**config.mk**
```make
export PLATFORM = sky130hd
export DESIGN_NAME = t1_pack
export DESIGN_NICKNAME = d
export VERILOG_FILES = /design/src/rtl/t1_pack.sv
export SDC_FILE = /design/constraint.sdc
export NUM_CORES = 1
export LEC_CHECK = 0
export ABC_AREA = 1
export CORE_MARGIN = 2
export CORE_UTILIZATION = 50
export CTS_CLUSTER_DIAMETER = 30
export CTS_CLUSTER_SIZE = 12
export DETAILED_ROUTE_END_ITERATION = 8
export DONT_BUFFER_PORTS = 1
export GPL_TIMING_DRIVEN = 0
export PLACE_DENSITY = 0.77
export SLEW_MARGIN = 20
export SYNTH_ARGS = -nofsm -noshare
export SYNTH_HDL_FRONTEND = slang
export SYNTH_SLANG_ARGS = --single-unit
```
**constraint.sdc**
```tcl
create_clock -name clk -period 2.4 [get_ports clk]
set_input_delay 0.72 -clock clk [delete_from_list [all_inputs] [get_ports clk]]
set_output_delay 0.72 -clock clk [all_outputs]
set_load 0.02 [all_outputs]
```
**src/rtl/t1_pack.sv**
```systemverilog
// t1_pack: packs 10-bit t1 coefficients little-endian into a 32-bit word stream.
// Coefficient i occupies stream bits 10i..10i+9; bit 0 of o_data is the
// earliest stream bit. One polynomial is N_COEFF coefficients, 10*N_COEFF/32 words.
//
// Ports:
//   clk        - clock, all state on rising edge
//   rst        - synchronous active-high reset
//   i_valid    - coefficient valid
//   i_t1       - 10-bit unsigned coefficient
//   o_ready    - block can accept a coefficient this cycle (registered state only)
//   o_valid    - o_data holds a complete packed word
//   o_data     - packed word
//   o_last     - final word of the polynomial (qualifies o_valid)
//   i_ready    - downstream accepts the word
//   o_overflow - sticky: a coefficient arrived while o_ready was low
module t1_pack #(
  parameter int N_COEFF = 256
) (
  input  logic        clk,
  input  logic        rst,
  input  logic        i_valid,
  input  logic [9:0]  i_t1,
  output logic        o_ready,
  output logic        o_valid,
  output logic [31:0] o_data,
  output logic        o_last,
  input  logic        i_ready,
  output logic        o_overflow
);

  localparam int N_WORDS = 10 * N_COEFF / 32;
  localparam int CW      = $clog2(N_COEFF);
  localparam int WW      = $clog2(N_WORDS);

  typedef enum logic {FILL, DRAIN} state_t;

  state_t        state_q, state_d;
  logic [63:0]   acc_q, acc_d;
  logic [6:0]    cnt_q, cnt_d;
  logic [CW-1:0] ccnt_q, ccnt_d;
  logic [WW-1:0] wcnt_q, wcnt_d;
  logic          ovf_q;

  logic          push, pop;
  logic [63:0]   base;
  logic [6:0]    pos;

  assign o_ready    = (state_q == FILL) && (cnt_q <= 7'd54);
  assign o_valid    = (cnt_q >= 7'd32);
  assign o_data     = acc_q[31:0];
  assign o_last     = o_valid && (wcnt_q == WW'(N_WORDS - 1));
  assign o_overflow = ovf_q;

  assign push = i_valid & o_ready;
  assign pop  = o_valid & i_ready;

  // A pop retires the low word before the new coefficient is merged, so the
  // insert position is measured after the shift.
  always_comb begin
    base = pop ? {32'd0, acc_q[63:32]} : acc_q;
    pos  = cnt_q - (pop ? 7'd32 : 7'd0);
    acc_d = base;
    cnt_d = pos;
    if (push) begin
      acc_d = base | ({54'd0, i_t1} << pos);
      cnt_d = pos + 7'd10;
    end
  end

  always_comb begin
    state_d = state_q;
    ccnt_d  = ccnt_q;
    wcnt_d  = wcnt_q;
    if (push) begin
      if (ccnt_q == CW'(N_COEFF - 1)) begin
        ccnt_d  = '0;
        state_d = DRAIN;
      end else begin
        ccnt_d = ccnt_q + 1'b1;
      end
    end
    // The final pop leaves cnt at zero because the polynomial is word-aligned,
    // so the next polynomial starts with an empty accumulator.
    if (pop) begin
      if (o_last) begin
        wcnt_d  = '0;
        state_d = FILL;
      end else begin
        wcnt_d = wcnt_q + 1'b1;
      end
    end
  end

  always_ff @(posedge clk) begin
    if (rst) begin
      state_q <= FILL;
      acc_q   <= '0;
      cnt_q   <= '0;
      ccnt_q  <= '0;
      wcnt_q  <= '0;
      ovf_q   <= 1'b0;
    end else begin
      state_q <= state_d;
      acc_q   <= acc_d;
      cnt_q   <= cnt_d;
      ccnt_q  <= ccnt_d;
      wcnt_q  <= wcnt_d;
      ovf_q   <= ovf_q | (i_valid & ~o_ready);
    end
  end

endmodule

```
# Word-level counts from Yosys, hierarchy flattened
# Cells that the tools add are included.
[word_totals]
regBits = 88
input_bits = 14
out_inout_bits = 36
elab_cells = 34
[op_classes]
n_addsub = 4
magnitude_cmp = 2
n_eq_ne = 2
shift = 1
mux = 10
bitwise = 7
n_reduce_logical = 2
[ops]
columns = ["cell", "n"]
rows = [
  ["two-way mux 64 bit", 2],
  ["OR 64 bit", 1],
  ["left shift 10 x 7 -> 64 bit", 1],
  ["two-way mux 7 bit", 2],
  ["adder 8 x 1 -> 8 bit, second input constant", 1],
  ["equality test 8 bit, second input constant", 1],
  ["two-way mux 8 bit", 1],
  ["adder 7 x 1 -> 7 bit, second input constant", 1],
  ["adder 7 x 4 -> 7 bit, second input constant", 1],
  ["equality test 7 bit, second input constant", 1],
  ["greater-or-equal comparator 7 x 6 -> 1 bit, second input constant", 1],
  ["less-or-equal comparator 7 x 6 -> 1 bit, second input constant", 1],
  ["subtractor 7 x 6 -> 7 bit", 1],
  ["two-way mux 6 bit", 1],
  ["two-way mux 1 bit", 4],
  ["bitwise AND 1 bit", 3],
  ["logical AND 1 bit", 2],
  ["inverter 1 bit", 2],
  ["OR 1 bit", 1],
]

# Logic depth before layout (Yosys ltp)
[logic_depth]
depth_word = 7
ltp_mapped = 13
depth_no_buf = 11

# Worst setup path after synthesis
# Ideal clock, no wire load.
[synth_path]
path_kind = "input to register"
start = "input i_ready"
end = "register acc_q[47]"
setup_ns = 0.068
t_arrival_ns = 2.325
t_required_ns = 2.332
slack_ns = 0.007
path_stages = 9
n_path_buf = 3
cell_sequence = "inv_1 nor2_4 buf_2 ha_1 buf_2 nor3_4 buf_6 nand3_2 a21oi_2"
[synth_via]
elab_chain_len = 6
word_cells_on_any_way = 7
classes_between = "add/sub (1); shift (1); mux (3); bitwise (2)"
[synth_lines]
columns = ["item", "line_no", "text"]
rows = [
  ["start, declared", "27", "input logic i_ready,"],
  ["bitwise AND 1 bit (*)", "55", "assign pop = o_valid & i_ready;"],
  ["via pop", "44", "logic push, pop;"],
  ["two-way mux 6 bit", "61", "pos = cnt_q - (pop ? 7'd32 : 7'd0);"],
  ["subtractor 7 x 6 -> 7 bit", "61", ""],
  ["left shift 10 x 7 -> 64 bit", "65", "acc_d = base | ({54'd0, i_t1} << pos);"],
  ["OR 64 bit", "65", ""],
  ["two-way mux 64 bit (*)", "64", "if (push) begin"],
  ["end signal, assigned", "97", "acc_q <= '0;"],
  ["end signal, assigned", "104", "acc_q <= acc_d;"],
  ["end, declared", "38", "logic [63:0] acc_q, acc_d;"],
]
# The timed path passes the listed nets; every way through them passes the cells marked *.
# A chain may end at the register's enable or synchronous reset.

# Worst setup path after layout
[layout_path]
start = "register cnt_q[6]"
end = "register acc_q[21]"
[layout_via]
elab_chain_len = 7
word_cells_on_any_way = 11
classes_between = "add/sub (1); order compare (2); shift (1); mux (3); bitwise (3); reduce/logical (1)"
[layout_lines]
columns = ["item", "line_no", "text"]
rows = [
  ["start, declared", "39", "logic [6:0] cnt_q, cnt_d;"],
  ["start signal, assigned", "105", "cnt_q <= cnt_d;"],
  ["greater-or-equal comparator 7 x 6 -> 1 bit (*)", "49", "assign o_valid = (cnt_q >= 7'd32);"],
  ["bitwise AND 1 bit (*)", "55", ""],
  ["via pop", "44", ""],
  ["two-way mux 6 bit", "61", ""],
  ["subtractor 7 x 6 -> 7 bit", "61", ""],
  ["left shift 10 x 7 -> 64 bit", "65", ""],
  ["OR 64 bit", "65", ""],
  ["two-way mux 64 bit (*)", "64", ""],
]
# Marked as above.

==> summary.md <==
| Metric | Value |
|---|---|
| Status | complete, no violations |
| Starting density of the core | 0.520 |
| Hold crit path type | flop to flop |
| CTS buffer count | 9 |
| Crit path launch type | flop |
| Slowest stage delay, CP | ~0.37 ns |
| Final WL | 12.2 mm |
| Dpl cell area | between 4000 and 5000 um^2 |
| Routed vias/inst | 5.62 |
| Overflow after GRT | 0 |
| CTS tree | yes |
| WHS Endpoint | acc_q[50] |
| DP Worst Slack | -0.467 ns |
| Largest fanout on the critical path | 10 |
| GR Util met2 | 0.409 |
| PwrDens | 957 nW/um^2 |
| Core Region | roughly 8800 um^2 |
| Initial antenna violation count | 0 |
| Hold-critical path depth | 2 |
| Simple-Gate Fraction of Synth Area | 0.317 |
| Fmax | between 400 and 500 MHz |
| Critical path required time | between 2 and 3 ns |
| #FFs+latches synth | 87 |
| Clock latency on the worst-skew pair | around 0.36 ns |
| Vias after detailed routing | around 4300 |
| Die area | approximately 9900 um^2 |
| # IOs | 50 |
| Netlist Area Pre-Place | between 4000 and 5000 um^2 |
| Placer Congestion | 1.05 |
| Wirelength per Cell | 16.0 um |
| Clock skew | 0.0105 ns |
| Clock Path Buffers | 2 |
| Worst-Margin Slew | roughly 0.83 ns |
| Maximum vdd drop | between 0.0003 and 0.0004 V |
| Yosys Warn Count | 0 |
| Worst Hold Launch | acc_q[50] |
| Worst r2r src | cnt_q[6] |
| Final Cycle Share | 0.944 |
| First-pass detailed-route iteration total | 5 |
| Final Setup Violations | 0 |
| Num rows | 34 |
| Min cycle time layout | 2.27 ns |
| CP Data Arrival Time | about 2.6 ns |
| Depth of the CTS H-tree | 3 |
| First-pass GRT wire length | around 20 mm |
| RSZ-0062 raised after global routing | no |
| Synthesized Nets | 652 |
| Vias in the first global route | 3982 |
| Post-detail-place hpwl | around 9 mm |
| Slowest-stage cell, CP | dfxtp_1 |
| Post-synthesis sequential area ratio | 0.380 |
| DRT iter0 DRCs | roughly 330 |
| Layout cells sized above 1 | 0.147 |
| Mux cell area share after synthesis | 0.0568 |
| Rel. slew slack | 0.439 |
| Avg Cell Area, Syn | about 7.2 um^2 |
| GR Util met1 | 0.339 |
| Post-Synth Adder-Cell Area | 0.0109 |
| Clock transition at path regs | 0.10 ns |
| Root buf cell | clkbuf_8 |
| Worst path cell trace | nor2_4 -> nor2_4 -> buf_4 -> ha_1 -> clkbuf_4 -> inv_2 -> nor3_2 -> buf_6 -> buf_4 -> nand2_1 -> a21oi_1 |
| Synth Area in XOR/XNOR | 0.00956 |
| Yosys cell types | 32 |
| P&R area growth vs syn | 8.72% |
| Synthesized instance count | between 600 and 700 |
| IO Port Bufs | 0 |
| Die Y-Extent | approximately 100 um |
| Kind of critical path | flop to flop |
| Largest family of logic cells by synthesized area | simple AND/OR/NAND/NOR gates |
| CTS Sinks | 87 |
| MaxCap Viol Count | 0 |
| Final Max Tran Viols | 0 |
| Total GRT Usage | 0.252 |
| Reg2reg end | acc_q[21] |
| Die X | between 90 and 100 um |
| Internal reg-to-reg setup slack | around 0.13 ns |
| Drc violations | 0 |
| Setup slack after layout | about 0.13 ns |
| # diodes | 0 |
| Grt peak-use layer | met2 |
| CTS Hold Bufs | 0 |
| R2r worst-path depth | 11 |
| Fin area | roughly 5000 um^2 |
| Leakage | 0.00197 uW |
| Layout Nets | 665 |
| Synth Area in Compound Gates | 0.103 |
| M3 GR Usage | 0.0464 |
| Post-DRT Antenna Nets | 0 |
| CP endpoint kind | flop |
| Hold Vio Cnt, Final | 0 |
| Largest net degree at the start of global routing | 16 |
## Yosys cell counts, drive strengths merged
cell type	count	share of area
nand3	89	0.10
nor2	50	0.045
dfxtp	87	0.38
nor3	9	0.013
nand2	158	0.13
inv	27	0.022
o21ai	16	0.017
clkbuf	11	0.0090
a21oi	67	0.078
a31oi	3	0.0041
nor4	1	0.0014
xor2	5	0.0096
nor3b	3	0.0049
nand4	11	0.015
ha	4	0.011
buf	62	0.091
o21a	2	0.0033
or2	3	0.0041
mux2i	26	0.057
## worst max path at each step
stage / from / end / slack [ns] / cells past startpoint
floorplan: i_ready / acc_q[47] / 0.007 / 9
global placement: i_ready / acc_q[29] / -0.43 / 11
detailed placement: i_ready / acc_q[46] / -0.47 / 9
CTS: cnt_q[6] / acc_q[13] / 0.01 / 11
global route: cnt_q[6] / acc_q[29] / 0.01 / 11
finish: cnt_q[6] / acc_q[21] / 0.13 / 11
## flip-flops by register name, indices dropped and copies added, names as in the netlist
register and cells:
acc_q 64, ccnt_q 8, wcnt_q 7, cnt_q 6
o_overflow 1, state_q 1
## final cells by class
class,instances,area [um^2]
multi-input combinational,447,2290
timing repair buffer,2,15.0
tap,108,135
sequential,87,1740
clock inverter,6,92.6
fill,818,3830
clock buffer,10,138
buffer,73,468
inverter,27,101
## worst max-delay path: cells and delay by family (launching register included)
family / cells / cell delay, ns
adder cells (fa/ha/maj): 1 / 0.28
buffers and inverters: 5 / 0.84
flip-flops: 1 / 0.37
AND/OR/NAND/NOR: 4 / 0.57
AO/OA/AOI/OAI: 1 / 0.16
## layout by cell type, fill, tap and decap left out, types with 2 or more instances in the layout
cell and count:
a21oi_2 6, ha_1 4, nor3_1 7, nand2_1 157, nor2_4 3, bufinv_16 2, nand4_1 11, buf_6 5
a31oi_1 3, clkinvlp_4 2, nand3_2 6, o21ai_1 2, mux2i_1 26, or2_1 2, buf_1 6, o21a_1 2
nor2_1 46, buf_2 14, a21oi_1 61, clkbuf_8 10, xor2_1 5, nor3b_1 3, o21ai_0 14, inv_1 25
buf_4 38, clkbuf_1 11, nand3_1 83, inv_2 2, dfxtp_1 87
## through the flow
| stage | TNS [ns] | total power, uW | util | hold slack, ns | std cells |
|---|---|---|---|---|---|
| global route | 0 | 5030 | 0.565 | 0.496 | 760 |
| global placement | -17.94 | 3510 | 0.535 | 0.453 | 742 |
| CTS | 0 | 4720 | 0.564 | 0.470 | 760 |
| detailed placement | -20.16 | 3540 | 0.535 | 0.458 | 742 |
| finish | 0 | 4770 | 0.565 | 0.473 | 760 |
| floorplan | 0 | 3140 | - | 0.444 | 634 |
## report_power, final
part | switching (uW) | total, uW | internal (uW)
Sequential | 119 | 1740 | 1620
Combinational | 1230 | 1860 | 627
Clock | 552 | 1170 | 620
## logic make-up after synthesis
group,count (synthesis)
compound gates,88
buf+inv,100
xor+xnor,5
simple gates,324
fa+ha+maj,4
mux,26
flops,87
## layer usage
layer / share of wire / vias up
li1: - / 2095
met1: 0.45 / 1992
met2: 0.46 / 162
met3: 0.066 / 24
met4: 0.023 / 0
met5: 0 / -
## what timing repair did
action / 4_1_cts / 5_1_grt
buffers inserted: 2 / 0
setup endpoints to repair: 52 / 13
gates resized for setup: 2 / 5
endpoints found under the hold margin: 0 / 0
pin swaps: 2 / 0
(Power assumes the default switching activity.)
